==> src/rtl/reg_share_arbiter.sv <==
// Round-robin arbiter that lends one shared WIDTH-bit register to one of four
// requesters at a time, with at most MAXHOLD loads per grant.
module reg_share_arbiter #(
    parameter int WIDTH   = 8,
    parameter int MAXHOLD = 4
) (
    input  logic               CLK,
    input  logic               RST,
    input  logic [3:0]         REQ,
    input  logic [4*WIDTH-1:0] DIN,
    output logic [3:0]         GNT,
    output logic [1:0]         OWNER,
    output logic               BUSY,
    output logic [WIDTH-1:0]   Q,
    output logic               UPD
);

    typedef enum logic {
        ST_IDLE = 1'b0,
        ST_OWN  = 1'b1
    } state_t;

    localparam logic [3:0] MAXHOLD_C = 4'(MAXHOLD);

    state_t             state_q, state_d;
    logic [3:0]         gnt_q, gnt_d;
    logic [1:0]         owner_q, owner_d;
    logic [1:0]         ptr_q, ptr_d;
    logic [3:0]         cnt_q, cnt_d;
    logic [WIDTH-1:0]   q_q, q_d;
    logic               upd_q, upd_d;
    logic               busy_q, busy_d;

    logic               win_found_s;
    logic [1:0]         win_idx_s;
    logic [1:0]         cand_s;
    logic [WIDTH-1:0]   lane_s;
    logic [3:0]         cnt_inc_s;

    // Winner search: first asserted request at or above the round-robin pointer.
    always_comb begin
        win_found_s = 1'b0;
        win_idx_s   = 2'd0;
        cand_s      = 2'd0;
        for (int i = 0; i < 4; i++) begin
            cand_s = ptr_q + 2'(i);
            if (!win_found_s && REQ[cand_s]) begin
                win_found_s = 1'b1;
                win_idx_s   = cand_s;
            end else begin
                win_found_s = win_found_s;
            end
        end
    end

    // Owner's data lane; only this lane can ever reach the register.
    always_comb begin
        case (owner_q)
            2'd0:    lane_s = DIN[0*WIDTH +: WIDTH];
            2'd1:    lane_s = DIN[1*WIDTH +: WIDTH];
            2'd2:    lane_s = DIN[2*WIDTH +: WIDTH];
            2'd3:    lane_s = DIN[3*WIDTH +: WIDTH];
            default: lane_s = {WIDTH{1'b0}};
        endcase
    end

    assign cnt_inc_s = cnt_q + 4'd1;

    // Next-state and output decode for the IDLE/OWN controller.
    always_comb begin
        state_d = state_q;
        gnt_d   = gnt_q;
        owner_d = owner_q;
        ptr_d   = ptr_q;
        cnt_d   = cnt_q;
        q_d     = q_q;
        upd_d   = 1'b0;
        case (state_q)
            ST_IDLE: begin
                if (win_found_s) begin
                    state_d = ST_OWN;
                    gnt_d   = 4'b0001 << win_idx_s;
                    owner_d = win_idx_s;
                    cnt_d   = 4'd0;
                end else begin
                    gnt_d   = 4'b0000;
                end
            end
            ST_OWN: begin
                if (!REQ[owner_q]) begin
                    state_d = ST_IDLE;
                    gnt_d   = 4'b0000;
                    ptr_d   = owner_q + 2'd1;
                end else begin
                    q_d   = lane_s;
                    upd_d = 1'b1;
                    cnt_d = cnt_inc_s;
                    // Hold budget exhausted: release on the same edge as the last load.
                    if (cnt_inc_s == MAXHOLD_C) begin
                        state_d = ST_IDLE;
                        gnt_d   = 4'b0000;
                        ptr_d   = owner_q + 2'd1;
                    end else begin
                        state_d = ST_OWN;
                    end
                end
            end
            default: begin
                state_d = ST_IDLE;
                gnt_d   = 4'b0000;
            end
        endcase
        busy_d = |gnt_d;
    end

    // State register with synchronous reset taking priority over all activity.
    always_ff @(posedge CLK) begin
        if (RST) begin
            state_q <= ST_IDLE;
            gnt_q   <= 4'b0000;
            owner_q <= 2'd0;
            ptr_q   <= 2'd0;
            cnt_q   <= 4'd0;
            q_q     <= {WIDTH{1'b0}};
            upd_q   <= 1'b0;
            busy_q  <= 1'b0;
        end else begin
            state_q <= state_d;
            gnt_q   <= gnt_d;
            owner_q <= owner_d;
            ptr_q   <= ptr_d;
            cnt_q   <= cnt_d;
            q_q     <= q_d;
            upd_q   <= upd_d;
            busy_q  <= busy_d;
        end
    end

    assign GNT   = gnt_q;
    assign OWNER = owner_q;
    assign BUSY  = busy_q;
    assign Q     = q_q;
    assign UPD   = upd_q;

endmodule

==> config.mk <==
export PLATFORM = sky130hd
export DESIGN_NAME = reg_share_arbiter
export DESIGN_NICKNAME = d
export VERILOG_FILES = /design/src/rtl/reg_share_arbiter.sv
export SDC_FILE = /design/constraint.sdc
export NUM_CORES = 1
export LEC_CHECK = 0
export ABC_AREA = 1
export BUFFER_PORTS_ARGS = -buffer_cell sky130_fd_sc_hd__buf_2
export CAP_MARGIN = 20
export CORE_MARGIN = 4
export CORE_UTILIZATION = 49
export DETAILED_ROUTE_END_ITERATION = 8
export HOLD_SLACK_MARGIN = 0.1
export PLACE_DENSITY = 0.79
export SETUP_SLACK_MARGIN = 0.05
export SLEW_MARGIN = 10
export SYNTH_ARGS = -nofsm -noshare
export SYNTH_HDL_FRONTEND = slang
export SYNTH_SLANG_ARGS = --single-unit
==> constraint.sdc <==
create_clock -name CLK -period 1.8 [get_ports CLK]
set_clock_uncertainty 0.05 [all_clocks]
set_input_delay 0.09 -clock CLK [delete_from_list [all_inputs] [get_ports CLK]]
set_output_delay 0.09 -clock CLK [all_outputs]
set_load 0.05 [all_outputs]
======== Yosys cells after proc, flatten, opt, wreduce, memory -nomap -nowiden ========
Cells that the tools add are included.
cells by class
  multiplexer cells ....................... 33
  shift operators ......................... 1
  equality and inequality tests ........... 7
  order comparisons ....................... 5
  reduce and logical (&&, ||, !) cells .... 13
  $add $sub $neg .......................... 5
  bitwise logic cells ..................... 1
operators with widths
  operator               count
  $pmux W8 S4            1
  $mux W4                5
  $pmux W4 S2            2
  $lt A2 B3 Y1 const B   5
  $mux W1                13
  $mux W2                6
  $bmux W1 S2            5
  $reduce_and A2 Y1      4
  $add A2 B1 Y2 const B  2
  $add A2 B2 Y2 const B  2
  $add A4 B1 Y4 const B  1
  $eq A2 B2 Y1 const B   2
  $eq A4 B3 Y1 const B   1
  $ne A2 B1 Y1 const B   2
  $reduce_or A4 Y1       1
  $shl A1 B2 Y4 const A  1
  $logic_and A1 B1 Y1    3
  $logic_not A1 Y1       3
  $eq A2 B1 Y1 const B   1
  $logic_not A2 Y1       1
  $ne A2 B2 Y1 const B   1
  $pmux W1 S2            1
  $reduce_or A2 Y1       1
  $not A1 Y1             1
word-level totals
  logic and storage cells ................. 73
  register bits after elaboration ......... 23
  output and inout bits ................... 16
  bits of input ports ..................... 38

======== Longest topological paths before layout ========
  depth in word-level cells ............... 16
  gate-level depth with buffers ........... 14
  depth with buffers taken out ............ 14

======== Worst setup path before layout ========
No wires, ideal clock.
  path type ............................... reg2reg
  from .................................... reg owner_q[0], in the netlist OWNER[0]
  to ...................................... reg q_q[4], in the netlist Q[4]
  arrival time ............................ 1.779 ns
  cell stages (with the launch flop) ...... 8
  slack ................................... -0.148 ns
  required time ........................... 1.631 ns
  buffers on the path ..................... 1
  library setup time ...................... 0.119 ns
  clock period less this slack ............ 1.948 ns
  path through ............................ dfxtp_1 > inv_1 > ha_1 > inv_1 > clkbuf_1 > nand2_1 > o22ai_1 > o21ai_1
on the way
  cells in the longest elaborated chain, start to end .. 3
  elaborated cells on any way between the ends .. 8
  classes of those cells .................. eq/ne (3); mux (3); reduce/logical (2)
ends and longest elaborated chain
  what                                RTL line  source
  start, declared                     27        logic [1:0] owner_q, owner_d;
  start signal, assigned              130       owner_q <= owner_d;
  $bmux W1 S2                         90        if (!REQ[owner_q]) begin
  $mux W1 (implied by the code)       90
  $reduce_and A2 Y1 (no source line)  n/a
  end signal, assigned                124       q_q <= {WIDTH{1'b0}};
  end signal, assigned                133       q_q <= q_d;
  end, declared                       30        logic [WIDTH-1:0] q_q, q_d;
Parallel ways exist; a longest one is shown, timed or not. The select of a mux whose other input is x is not followed.
A chain may end at the register's enable or synchronous reset.

======== Worst setup path in the final report ========
  from .................................... reg ptr_q[0]
  to ...................................... reg busy_q, in the netlist BUSY
on the way
  cells in the longest elaborated chain, start to end .. 16
  elaborated cells on any way between the ends .. 29
  classes of those cells .................. add/sub (3); shift (1); mux (18); reduce/logical (7)
ends and longest elaborated chain
  what                                                                    RTL line  source
  start, declared                                                         28        logic [1:0] ptr_q, ptr_d;
  start signal, assigned                                                  131       ptr_q <= ptr_d;
  parallel branches: the longest is 13 deep, another holds $add A2 B1 Y2  n/a
  $mux W4 (*)                                                             80        if (win_found_s) begin
  $pmux W4 S2 (*)                                                         78        case (state_q)
  $reduce_or A4 Y1 (*)                                                    113       busy_d = |gnt_d;
  end signal, assigned                                                    135       busy_q <= busy_d;
  end, declared                                                           32        logic busy_q, busy_d;
Mark *: on every way between the ends. The select of a mux whose other input is x is not followed.

==> summary.md <==
| Metric | Value |
|---|---|
| Outcome | completed |
| Tmin final | 1.68 ns |
| Share of cells above drive strength 1 | 0.366 |
| Core area | 2830 µm² |
| Worst hold path type | in2reg |
| Leakage power | 1.02 nW |
| Async set or reset register ratio after synthesis | 0 |
| Hold Violations, Final | 0 |
| NumNets Final | 332 |
| Placer Congestion | 0.935 |
| Max_cap viols | 0 |
| Gr usage total | 0.193 |
| Initial core utilization | 0.522 |
| Antenna cells | 0 |
| Setup violators final | 0 |
| Width of the die | 62.9 µm |
| Seq. cell area | 470 µm² |
| Synthesized Nets | 265 |
| Final Util | 0.723 |
| Netlist cell types | 24 |
| Clock Root Buffer | clkbuf_4 |
| Footprint of the multi-input gates | 1010 µm² |
| Worst Setup Path Type | reg2reg |
| Crit path cell chain | buf_8 -> nand2_2 -> nand3_1 -> nand2_2 -> nor2_4 -> nand3_2 -> nand2_4 -> inv_4 -> nand2_4 -> o21bai_4 -> nor2_2 -> a21oi_1 |
| CTS tree | built |
| Number of global-route vias before repair | 1,521 |
| First-pass GRT wire length | 6360 µm |
| CP arrival | 1.83 ns |
| Total CTS buffers | 3 |
| Layout Cells excl Fill | 318 |
| Final TNS setup | 0 ns |
| Clock transition at path regs | 0.13 ns |
| RSZ-0062 raised after global routing | true |
| Largest net degree at the start of global routing | 17 |
| Max Transition Viols Final | 0 |
| Fill count | 227 |
| Buffers & Inverters on Critical Path | 2 |
| CTS H-tree depth | 1 |
| Power Dens Cells | 1510 nW/µm² |
| DRT Pass-1 Iters | 4 |
| Tot Pwr | 3.09 mW |
| Routed len/inst | 12.3 µm |
| Gate Count Post-Synth | 221 |
| IO buf count | 53 |
| Ys Warns | 0 |
| Post-synth EDFFs | 0 |
| Most frequent cells in the layout | nand2_1 (59), buf_2 (53), dfxtp_1 (19) |
| Cell family with most CP delay | simple AND/OR/NAND/NOR gates |
| CP endpoint kind | flop |
| Crit-path max FO | 9 |
| Post-route antenna net violation count | 0 |
| Flops & latches, synth | 23 |
| Post-Place Cells | 301 |
| Critical Path RT | 1.95 ns |
| Worst Tran Pin Value | 0.431 ns |
| Crit start category | flop |
| Clk_lat worst skew | 0.31 ns |
| DR iter-0 viols | 81 |
| DP HPWL | 2820 µm |
| Routed wire length | 3920 µm |
| Final worst-path cycle share | 0.931 |
| Netlist Area Pre-Place | 1480 µm² |
| Site Rows | 19 |
| Drt via density | 5.19 |
| Sequential fraction of the synthesis area | 0.312 |
| IO Count | 54 |
| Initial antenna violation count | 0 |
| Final instance area | 2050 µm² |
| Via count | 1,650 |
| Die ar. | 3960 µm² |
| CTS Sinks | 23 |
| CTS Buffer Depth | 2 |
| Slowest cell on crit path | dfxtp_4 |
| Area after DPL | 1770 µm² |
| Syn Area/Cell | 6.68 µm² |
| Main synth FF type | dfxtp_1 |
| Fmax | 597 MHz |
| Most common cell after layout, fill and taps aside | nand2_1 |
| Total grt overflow | 0 |
| Area grow syn2layout | 38.6% |
| Worst VDD drop | 0.850 mV |
| Max stage delay on crit path | 0.40 ns |
| Worst rel slew slack | 0.713 |
| # DRC | 0 |
| Die height | 62.9 µm |
[cell families after synthesis]
group                      after synthesis  share of synthesized area
and+or+nand+nor                        116                      0.364
adders and majority gates                6                     0.0508
buffers and inverters                   27                     0.0737
AOI/OAI and AO/OA                       47                      0.188
DFF                                     23                      0.312
xor gates and xnor gates                 2                     0.0119
[flip-flops by register name, summed over array words and instances (netlist names)]
signal	flops
BUSY	1
GNT	4
OWNER	2
Q	8
UPD	1
cnt_q	4
ptr_q	2
state_q	1
[worst min-delay path, stage by stage]
cell and delay, ns:
buf_2 0.08, nand2_1 0.04, nand2_1 0.05, o22ai_1 0.07, o21ai_1 0.12
[metal layers]
metal	GRT usage	part of all wire	up-vias
li1	-	-	867
met1	0.241	0.44	730
met2	0.333	0.50	49
met3	0.0360	0.050	4
met4	0.0551	0.0048	0
met5	0	0	-
[layout make-up]
cell class                 count  area share
tap                           31      0.0190
sequential                    23       0.230
inverter                      20      0.0391
clock buffer                   3      0.0110
clock inverter                 1     0.00245
timing repair buffer          69       0.206
multi-input combinational    171       0.493
[where the power goes]
| part | switching [mW] | total (mW) | internal, mW |
|---|---|---|---|
| sequential | 0.111 | 0.770 | 0.659 |
| combinational | 1.38 | 2.08 | 0.695 |
| clock | 0.154 | 0.237 | 0.0829 |
| total | 1.65 | 3.09 | 1.44 |
[timing repair]
action / CTS / global route
resized for setup: 0 / 33
hold endpoints to repair: 19 / 0
endpoints found under the setup margin: 0 / 6
setup buffers: 0 / 2
hold buffers: 11 / 0
[metrics by stage]
| step | setup WS [ns] | hold slack (ns) |
|---|---|---|
| finish | 0.125 | 0.108 |
| global placement | 0.160 | 0.328 |
| CTS | 0.0815 | 0.102 |
| global route | -0.0124 | 0.125 |
| floorplan | 0.0991 | 0.125 |
| detailed placement | 0.104 | 0.333 |
[synth_stat cells, types with 2 or more instances]
cell type	number	area [µm²]
nand3_1	18	90.1
inv_2	6	22.5
nand2_1	66	248
nand2_2	10	62.6
nor2_2	3	18.8
nor2_4	2	22.5
a22o_1	8	70.1
o21ai_1	9	45.0
nand3_2	3	30.0
ha_1	6	75.1
inv_1	14	52.6
o22ai_1	8	50.1
clkbuf_1	5	18.8
xnor2_1	2	17.5
a21oi_1	16	80.1
nor2_1	11	41.3
dfxtp_1	23	460
o21ai_0	5	25.0
[path summary, 6_finish.rpt]
path	from	endpoint	slack, ns	cells after the start
setup / recovery	ptr_q[0]	BUSY	0.12	12
hold / removal	DIN[27]	Q[3]	0.11	5
setup reg to reg	ptr_q[0]	BUSY	0.12	12
hold reg to reg	Q[2]	Q[2]	0.43	2
(Power assumes the default switching activity.)
